File: config.mk
export PLATFORM = sky130hd
export DESIGN_NAME = nibble_serial_adder_flat
export DESIGN_NICKNAME = d
export VERILOG_FILES = /design/src/rtl/nibble_serial_adder_pkg.sv /design/src/rtl/nibble_serial_adder_if.sv /design/src/rtl/nibble_serial_adder_fa4_mbit.sv /design/src/rtl/nibble_serial_adder.sv /design/src/flat_wrapper.sv
export SDC_FILE = /design/constraint.sdc
export NUM_CORES = 1
export LEC_CHECK = 0
export BUFFER_PORTS_ARGS = -buffer_cell sky130_fd_sc_hd__buf_2
export CAP_MARGIN = 5
export CORE_MARGIN = 2
export CORE_UTILIZATION = 49
export CTS_BUF_LIST = sky130_fd_sc_hd__clkbuf_4 sky130_fd_sc_hd__clkbuf_8
export CTS_CLUSTER_DIAMETER = 30
export CTS_CLUSTER_SIZE = 40
export DETAILED_ROUTE_END_ITERATION = 8
export GPL_ROUTABILITY_DRIVEN = 0
export PLACE_DENSITY_LB_ADDON = 0.3
export SETUP_SLACK_MARGIN = 0.5
export SLEW_MARGIN = 20
export SYNTH_ARGS = -nofsm -noshare
export SYNTH_HDL_FRONTEND = slang
export SYNTH_SLANG_ARGS = --single-unit
File: constraint.sdc
create_clock -name clk -period 5.9 [get_ports clk]
set_input_delay 0.295 -clock clk [delete_from_list [all_inputs] [get_ports clk]]
set_output_delay 0.295 -clock clk [all_outputs]
set_load 0.01 [all_outputs]
File: src/rtl/nibble_serial_adder_pkg.sv
// Shared types and constants for the nibble-serial add/subtract controller.
package nibble_serial_adder_pkg;

    localparam int unsigned NIB_W = 4;

    localparam logic [1:0] ST_IDLE = 2'd0;
    localparam logic [1:0] ST_RUN  = 2'd1;
    localparam logic [1:0] ST_DONE = 2'd2;

    typedef enum logic [1:0] {
        StIdle = ST_IDLE,
        StRun  = ST_RUN,
        StDone = ST_DONE
    } state_e;

endpackage

File: src/rtl/nibble_serial_adder_if.sv
// Requester-side handshake and operand/result bundle for nibble_serial_adder.
interface nibble_serial_adder_if #(
    parameter int unsigned WIDTH = 16
);
    logic             start;
    logic             sub;
    logic [WIDTH-1:0] a;
    logic [WIDTH-1:0] b;
    logic             ci;
    logic             busy;
    logic             done;
    logic [WIDTH-1:0] s;
    logic             co;
    logic             ovf;

    modport master (
        output start, sub, a, b, ci,
        input  busy, done, s, co, ovf
    );

    modport slave (
        input  start, sub, a, b, ci,
        output busy, done, s, co, ovf
    );
endinterface

File: src/rtl/nibble_serial_adder_fa4_mbit.sv
// 4-bit full-adder slice shared across all nibble steps.
module fa4_mbit (
    output logic [3:0] s,
    output logic       co,
    input  logic [3:0] a,
    input  logic [3:0] b,
    input  logic       ci
);
    assign {co, s} = {1'b0, a} + {1'b0, b} + {4'b0000, ci};
endmodule

File: src/rtl/nibble_serial_adder.sv
// WIDTH-bit add/subtract sequenced one nibble per clock through a single 4-bit slice,
// LSB nibble first, with a registered carry linking the steps.
module nibble_serial_adder
    import nibble_serial_adder_pkg::*;
#(
    parameter int unsigned WIDTH = 16
) (
    input logic                  clk,
    input logic                  rst_n,
    nibble_serial_adder_if.slave bus
);
    localparam int unsigned NIB   = WIDTH / NIB_W;
    localparam int unsigned IDX_W = (NIB > 1) ? $clog2(NIB) : 1;

    state_e             state_q, state_d;
    logic [IDX_W-1:0]   idx_q, idx_d;
    logic [WIDTH-1:0]   opa_q, opa_d;
    logic [WIDTH-1:0]   opb_q, opb_d;
    logic               cy_q, cy_d;
    logic [WIDTH-1:0]   s_q, s_d;
    logic               co_q, co_d;
    logic               ovf_q, ovf_d;

    logic [NIB_W-1:0]   nib_a, nib_b, slice_s;
    logic               slice_co;

    assign nib_a = opa_q[idx_q*NIB_W +: NIB_W];
    assign nib_b = opb_q[idx_q*NIB_W +: NIB_W];

    fa4_mbit u_slice (
        .s  (slice_s),
        .co (slice_co),
        .a  (nib_a),
        .b  (nib_b),
        .ci (cy_q)
    );

    always_ff @(posedge clk or negedge rst_n) begin
        if (!rst_n) begin
            state_q <= StIdle;
            idx_q   <= '0;
            opa_q   <= '0;
            opb_q   <= '0;
            cy_q    <= 1'b0;
            s_q     <= '0;
            co_q    <= 1'b0;
            ovf_q   <= 1'b0;
        end else begin
            state_q <= state_d;
            idx_q   <= idx_d;
            opa_q   <= opa_d;
            opb_q   <= opb_d;
            cy_q    <= cy_d;
            s_q     <= s_d;
            co_q    <= co_d;
            ovf_q   <= ovf_d;
        end
    end

    always_comb begin
        state_d = state_q;
        idx_d   = idx_q;
        opa_d   = opa_q;
        opb_d   = opb_q;
        cy_d    = cy_q;
        s_d     = s_q;
        co_d    = co_q;
        ovf_d   = ovf_q;
        unique case (state_q)
            StIdle: begin
                if (bus.start) begin
                    // Subtract as a + ~b + 1, so ci is irrelevant when sub=1.
                    opa_d   = bus.a;
                    opb_d   = bus.sub ? ~bus.b : bus.b;
                    cy_d    = bus.sub ? 1'b1 : bus.ci;
                    s_d     = '0;
                    co_d    = 1'b0;
                    ovf_d   = 1'b0;
                    idx_d   = '0;
                    state_d = StRun;
                end
            end
            StRun: begin
                s_d[idx_q*NIB_W +: NIB_W] = slice_s;
                cy_d = slice_co;
                if (idx_q == IDX_W'(NIB - 1)) begin
                    // Flags are captured with the last nibble so they are valid alongside done.
                    co_d    = slice_co;
                    ovf_d   = (opa_q[WIDTH-1] == opb_q[WIDTH-1]) &&
                              (slice_s[NIB_W-1] != opa_q[WIDTH-1]);
                    state_d = StDone;
                end else begin
                    idx_d = idx_q + IDX_W'(1);
                end
            end
            StDone: begin
                state_d = StIdle;
            end
            default: begin
                state_d = StIdle;
            end
        endcase
    end

    assign bus.busy = (state_q != StIdle);
    assign bus.done = (state_q == StDone);
    assign bus.s    = s_q;
    assign bus.co   = co_q;
    assign bus.ovf  = ovf_q;

endmodule

File: src/flat_wrapper.sv
// flat-port wrapper written by rule: the top's interface ports become plain ports
module nibble_serial_adder_flat import nibble_serial_adder_pkg::*;
#(
    parameter int unsigned WIDTH = 16
)
  (clk, rst_n, bus_start, bus_sub, bus_a, bus_b, bus_ci, bus_busy, bus_done, bus_s, bus_co, bus_ovf);
  nibble_serial_adder_if #(.WIDTH(WIDTH)) bus_i ();
  input logic clk;
  input logic rst_n;
  input wire logic [$bits(bus_i.start)-1:0] bus_start;
  input wire logic [$bits(bus_i.sub)-1:0] bus_sub;
  input wire logic [$bits(bus_i.a)-1:0] bus_a;
  input wire logic [$bits(bus_i.b)-1:0] bus_b;
  input wire logic [$bits(bus_i.ci)-1:0] bus_ci;
  output wire logic [$bits(bus_i.busy)-1:0] bus_busy;
  output wire logic [$bits(bus_i.done)-1:0] bus_done;
  output wire logic [$bits(bus_i.s)-1:0] bus_s;
  output wire logic [$bits(bus_i.co)-1:0] bus_co;
  output wire logic [$bits(bus_i.ovf)-1:0] bus_ovf;
  assign bus_i.start = bus_start;
  assign bus_i.sub = bus_sub;
  assign bus_i.a = bus_a;
  assign bus_i.b = bus_b;
  assign bus_i.ci = bus_ci;
  assign bus_busy = bus_i.busy;
  assign bus_done = bus_i.done;
  assign bus_s = bus_i.s;
  assign bus_co = bus_i.co;
  assign bus_ovf = bus_i.ovf;
  nibble_serial_adder #(.WIDTH(WIDTH)) u_core (.clk(clk), .rst_n(rst_n), .bus(bus_i));
endmodule
==> summary.md <==
| Metric | Value |
|---|---|
| Kind of critical path | `reg -> reg` |
| Cell count after synthesis | `217` |
| Setup tns final | `0 ps` |
| Pleak | `1.44 nW` |
| Final-stage net count | `317` |
| Final WL | `5260 um` |
| Antenna-violating nets left | `0` |
| Max Cap Viol | `0` |
| Worst-path maximum fanout | `14` |
| Setup bufs post-CTS | `0` |
| Arr. time, crit path | `3120 ps` |
| Synth Area in XOR/XNOR | `0.0583` |
| Distinct cell type count after synthesis | `34` |
| CTS Hold Bufs | `0` |
| Slowest-stage cell, CP | `dfrtp_1` |
| Core area | `5410 um^2` |
| Mux cell area share after synthesis | `0.133` |
| Post-synth EDFFs | `0` |
| H-tree levels | `2` |
| Tcrit/Tclk final | `0.496` |
| Synthesized area per cell | `12.5 um^2` |
| Seq cells post-synth | `55` |
| YS warnings | `0` |
| Antenna fix cells | `0` |
| Buffers & Inverters on Critical Path | `0` |
| Initial antenna violation count | `0` |
| Adder-Cell Fraction of Synth Area | `0.0472` |
| Chip width | `78.3 um` |
| Critical path endpoint category | `flop` |
| Least-Margin Pin Slew | `713 ps` |
| Pin count of the biggest net entering global routing | `56` |
| Main area contributors after synthesis | `dfrtp_1, mux2_2, mux4_2` |
| Total grt overflow | `0` |
| Port bufs | `56` |
| Num CTS Buffers | `5` |
| Wire length per cell | `15.3 um` |
| Max-slew violation count | `0` |
| Iteration-0 DRC Markers | `112` |
| First-pass GRT wire length | `8620 um` |
| Final Hold Fails | `0` |
| Synthesized-area fraction occupied by and/or/nand/nor cells | `0.0963` |
| Crit path max-delay family | `adder cells` |
| Synthesized area | `2700 um^2` |
| Asr flop ratio synth | `1.00` |
| Worst path cell trace | `mux4_2 -> fa_1 -> fa_1 -> a21oi_1 -> nor2b_1 -> o21ai_0 -> o21ai_0` |
| Clock latency on the worst-skew pair | `310 ps` |
| Rows | `27` |
| Min Tclk post-route | `2920 ps` |
| Sequential area share after synthesis | `0.509` |
| Cell taking the most area after synthesis | `dfrtp_1` |
| CTS sink cnt | `55` |
| Fin util | `0.577` |
| Req. time, crit path | `6090 ps` |
| Layout Cells excl Fill | `344` |
| Unrepaired setup endpoints after global routing | `false` |
| Pwr/cell area | `597 nW/um^2` |
| Total Power | `0.00186 W` |
| Most frequent cells in the layout | `buf_2, dfrtp_1, nor2_1, xnor2_1, a21oi_1` |
| Commonest non-fill, non-tap cell in the layout | `buf_2` |
| Final setup violating endpoints | `0` |
| Relative slew slack | `0.524` |
| Skew final | `10.2 ps` |
| Startpoint types | `flop` |
| Vias | `1822` |
| Die height | `78.3 um` |
| Top FF cell, synth | `dfrtp_1` |
| Post-route DRC violation count | `0` |
| Clk slew on worst S/H paths | `100 ps` |
| Area growth syn-to-layout | `15.4%` |
| Drt via density | `5.30` |
| Vias in the first global route | `1742` |
| Synth top area share | `0.509` |
| Initial Util | `0.500` |
| Status | `complete, no violations` |
| Clock Root Buffer | `clkbuf_8` |
| Final hold slack | `102 ps` |
| Pre-antenna DRT Iters | `4` |
| Fmax | `342 MHz` |
| Largest family of logic cells by synthesized area | `multiplexers` |
| Synth Area in Compound Gates | `0.120` |
| CP max stage delay | `810 ps` |
| Max clock buf depth | `2` |
| IR drop worst, VDD | `230 uV` |
| Total track usage | `0.187` |
| Final HPWL DP | `3830 um` |
| Post-Syn Nets | `263` |
| Hold Path Class | `in -> async` |
| TritonCTS clock tree | `done` |
| Placed Cells incl. Taps | `336` |
| Io pins | `57` |
| Proportion of layout cells with a drive suffix above 1 | `0.349` |
| PostCTS Resize Cnt | `0` |
| Die area | `6130 um^2` |
[path summary, 6_finish.rpt]
kind,end,cells past startpoint,slack [ps],start
setup / recovery,u_core.bus.co,7,2980,u_core.idx_q[0]
max in group asynchronous,u_core.opa_q[8],2,5340,rst_n
min in group clk,u_core.opa_q[15],2,210,bus_a[15]
hold / removal,u_core.opb_q[0],2,100,rst_n
setup reg to reg,u_core.bus.co,7,2980,u_core.idx_q[0]
hold reg to reg,u_core.bus.ovf,2,500,u_core.bus.ovf
[sequential cells by signal, summed over array words and instances, names as in the netlist]
signal and count:
u_core.cy_q 1, u_core.bus.s 16, u_core.opa_q 16, u_core.bus.co 1
u_core.opb_q 16, u_core.state_q 2, u_core.idx_q 2, u_core.bus.ovf 1
[layout make-up]
| class | count | area (um^2) |
|---|---|---|
| Inverter | 3 | 11.3 |
| Tap cell | 72 | 90.1 |
| Fill cell | 485 | 2290 |
| Timing Repair Buffer | 58 | 295 |
| Multi-Input combinational cell | 148 | 1230 |
| Sequential cell | 55 | 1380 |
| Clock buffer | 6 | 76.3 |
| Clock inverter | 2 | 38.8 |
[cells by family after synthesis]
logic type	Yosys count
XOR/XNOR	18
multiplexers	24
adder cells (fa/ha/maj)	9
AND/OR/NAND/NOR	49
AO/OA/AOI/OAI	48
flip-flops	55
buffers and inverters	14
[through the flow]
stage          instance area (um^2)  setup slack (ps)
2_1_floorplan                  2700              3330
3_3_place_gp                   3000              3050
3_5_place_dp                   3000              2950
4_1_cts                        3120              2940
5_1_grt                        3120              2710
6_report                       3120              2980
[Yosys cell counts, drive strengths merged, types with 5 or more instances]
master and instances:
ha 7, nand2 13, a21o 5, buf 10, xnor2 17, mux2 16
nor2 20, a22o 16, o21ai 6, dfrtp 55, mux4 8, a21oi 18
[power breakdown]
group	internal [W]	switching, W
sequential	0.000541	0.000143
combinational	0.000447	0.000477
clock	0.000133	0.000121
total	0.00112	0.000741
[worst reg2reg max path, cell delays in order (launching register included)]
cell and delay [ps]:
dfrtp_1 810, mux4_2 620, fa_1 450, fa_1 420
a21oi_1 160, nor2b_1 50, o21ai_0 190, o21ai_0 110
[routing by layer]
metal / track usage / wire length (um)
met1: 0.256 / 2450
met2: 0.299 / 2470
met3: 0.0402 / 258
met4: 0.0632 / 71
met5: 0 / 0
No activity file was read; power rests on OpenSTA's default activity.
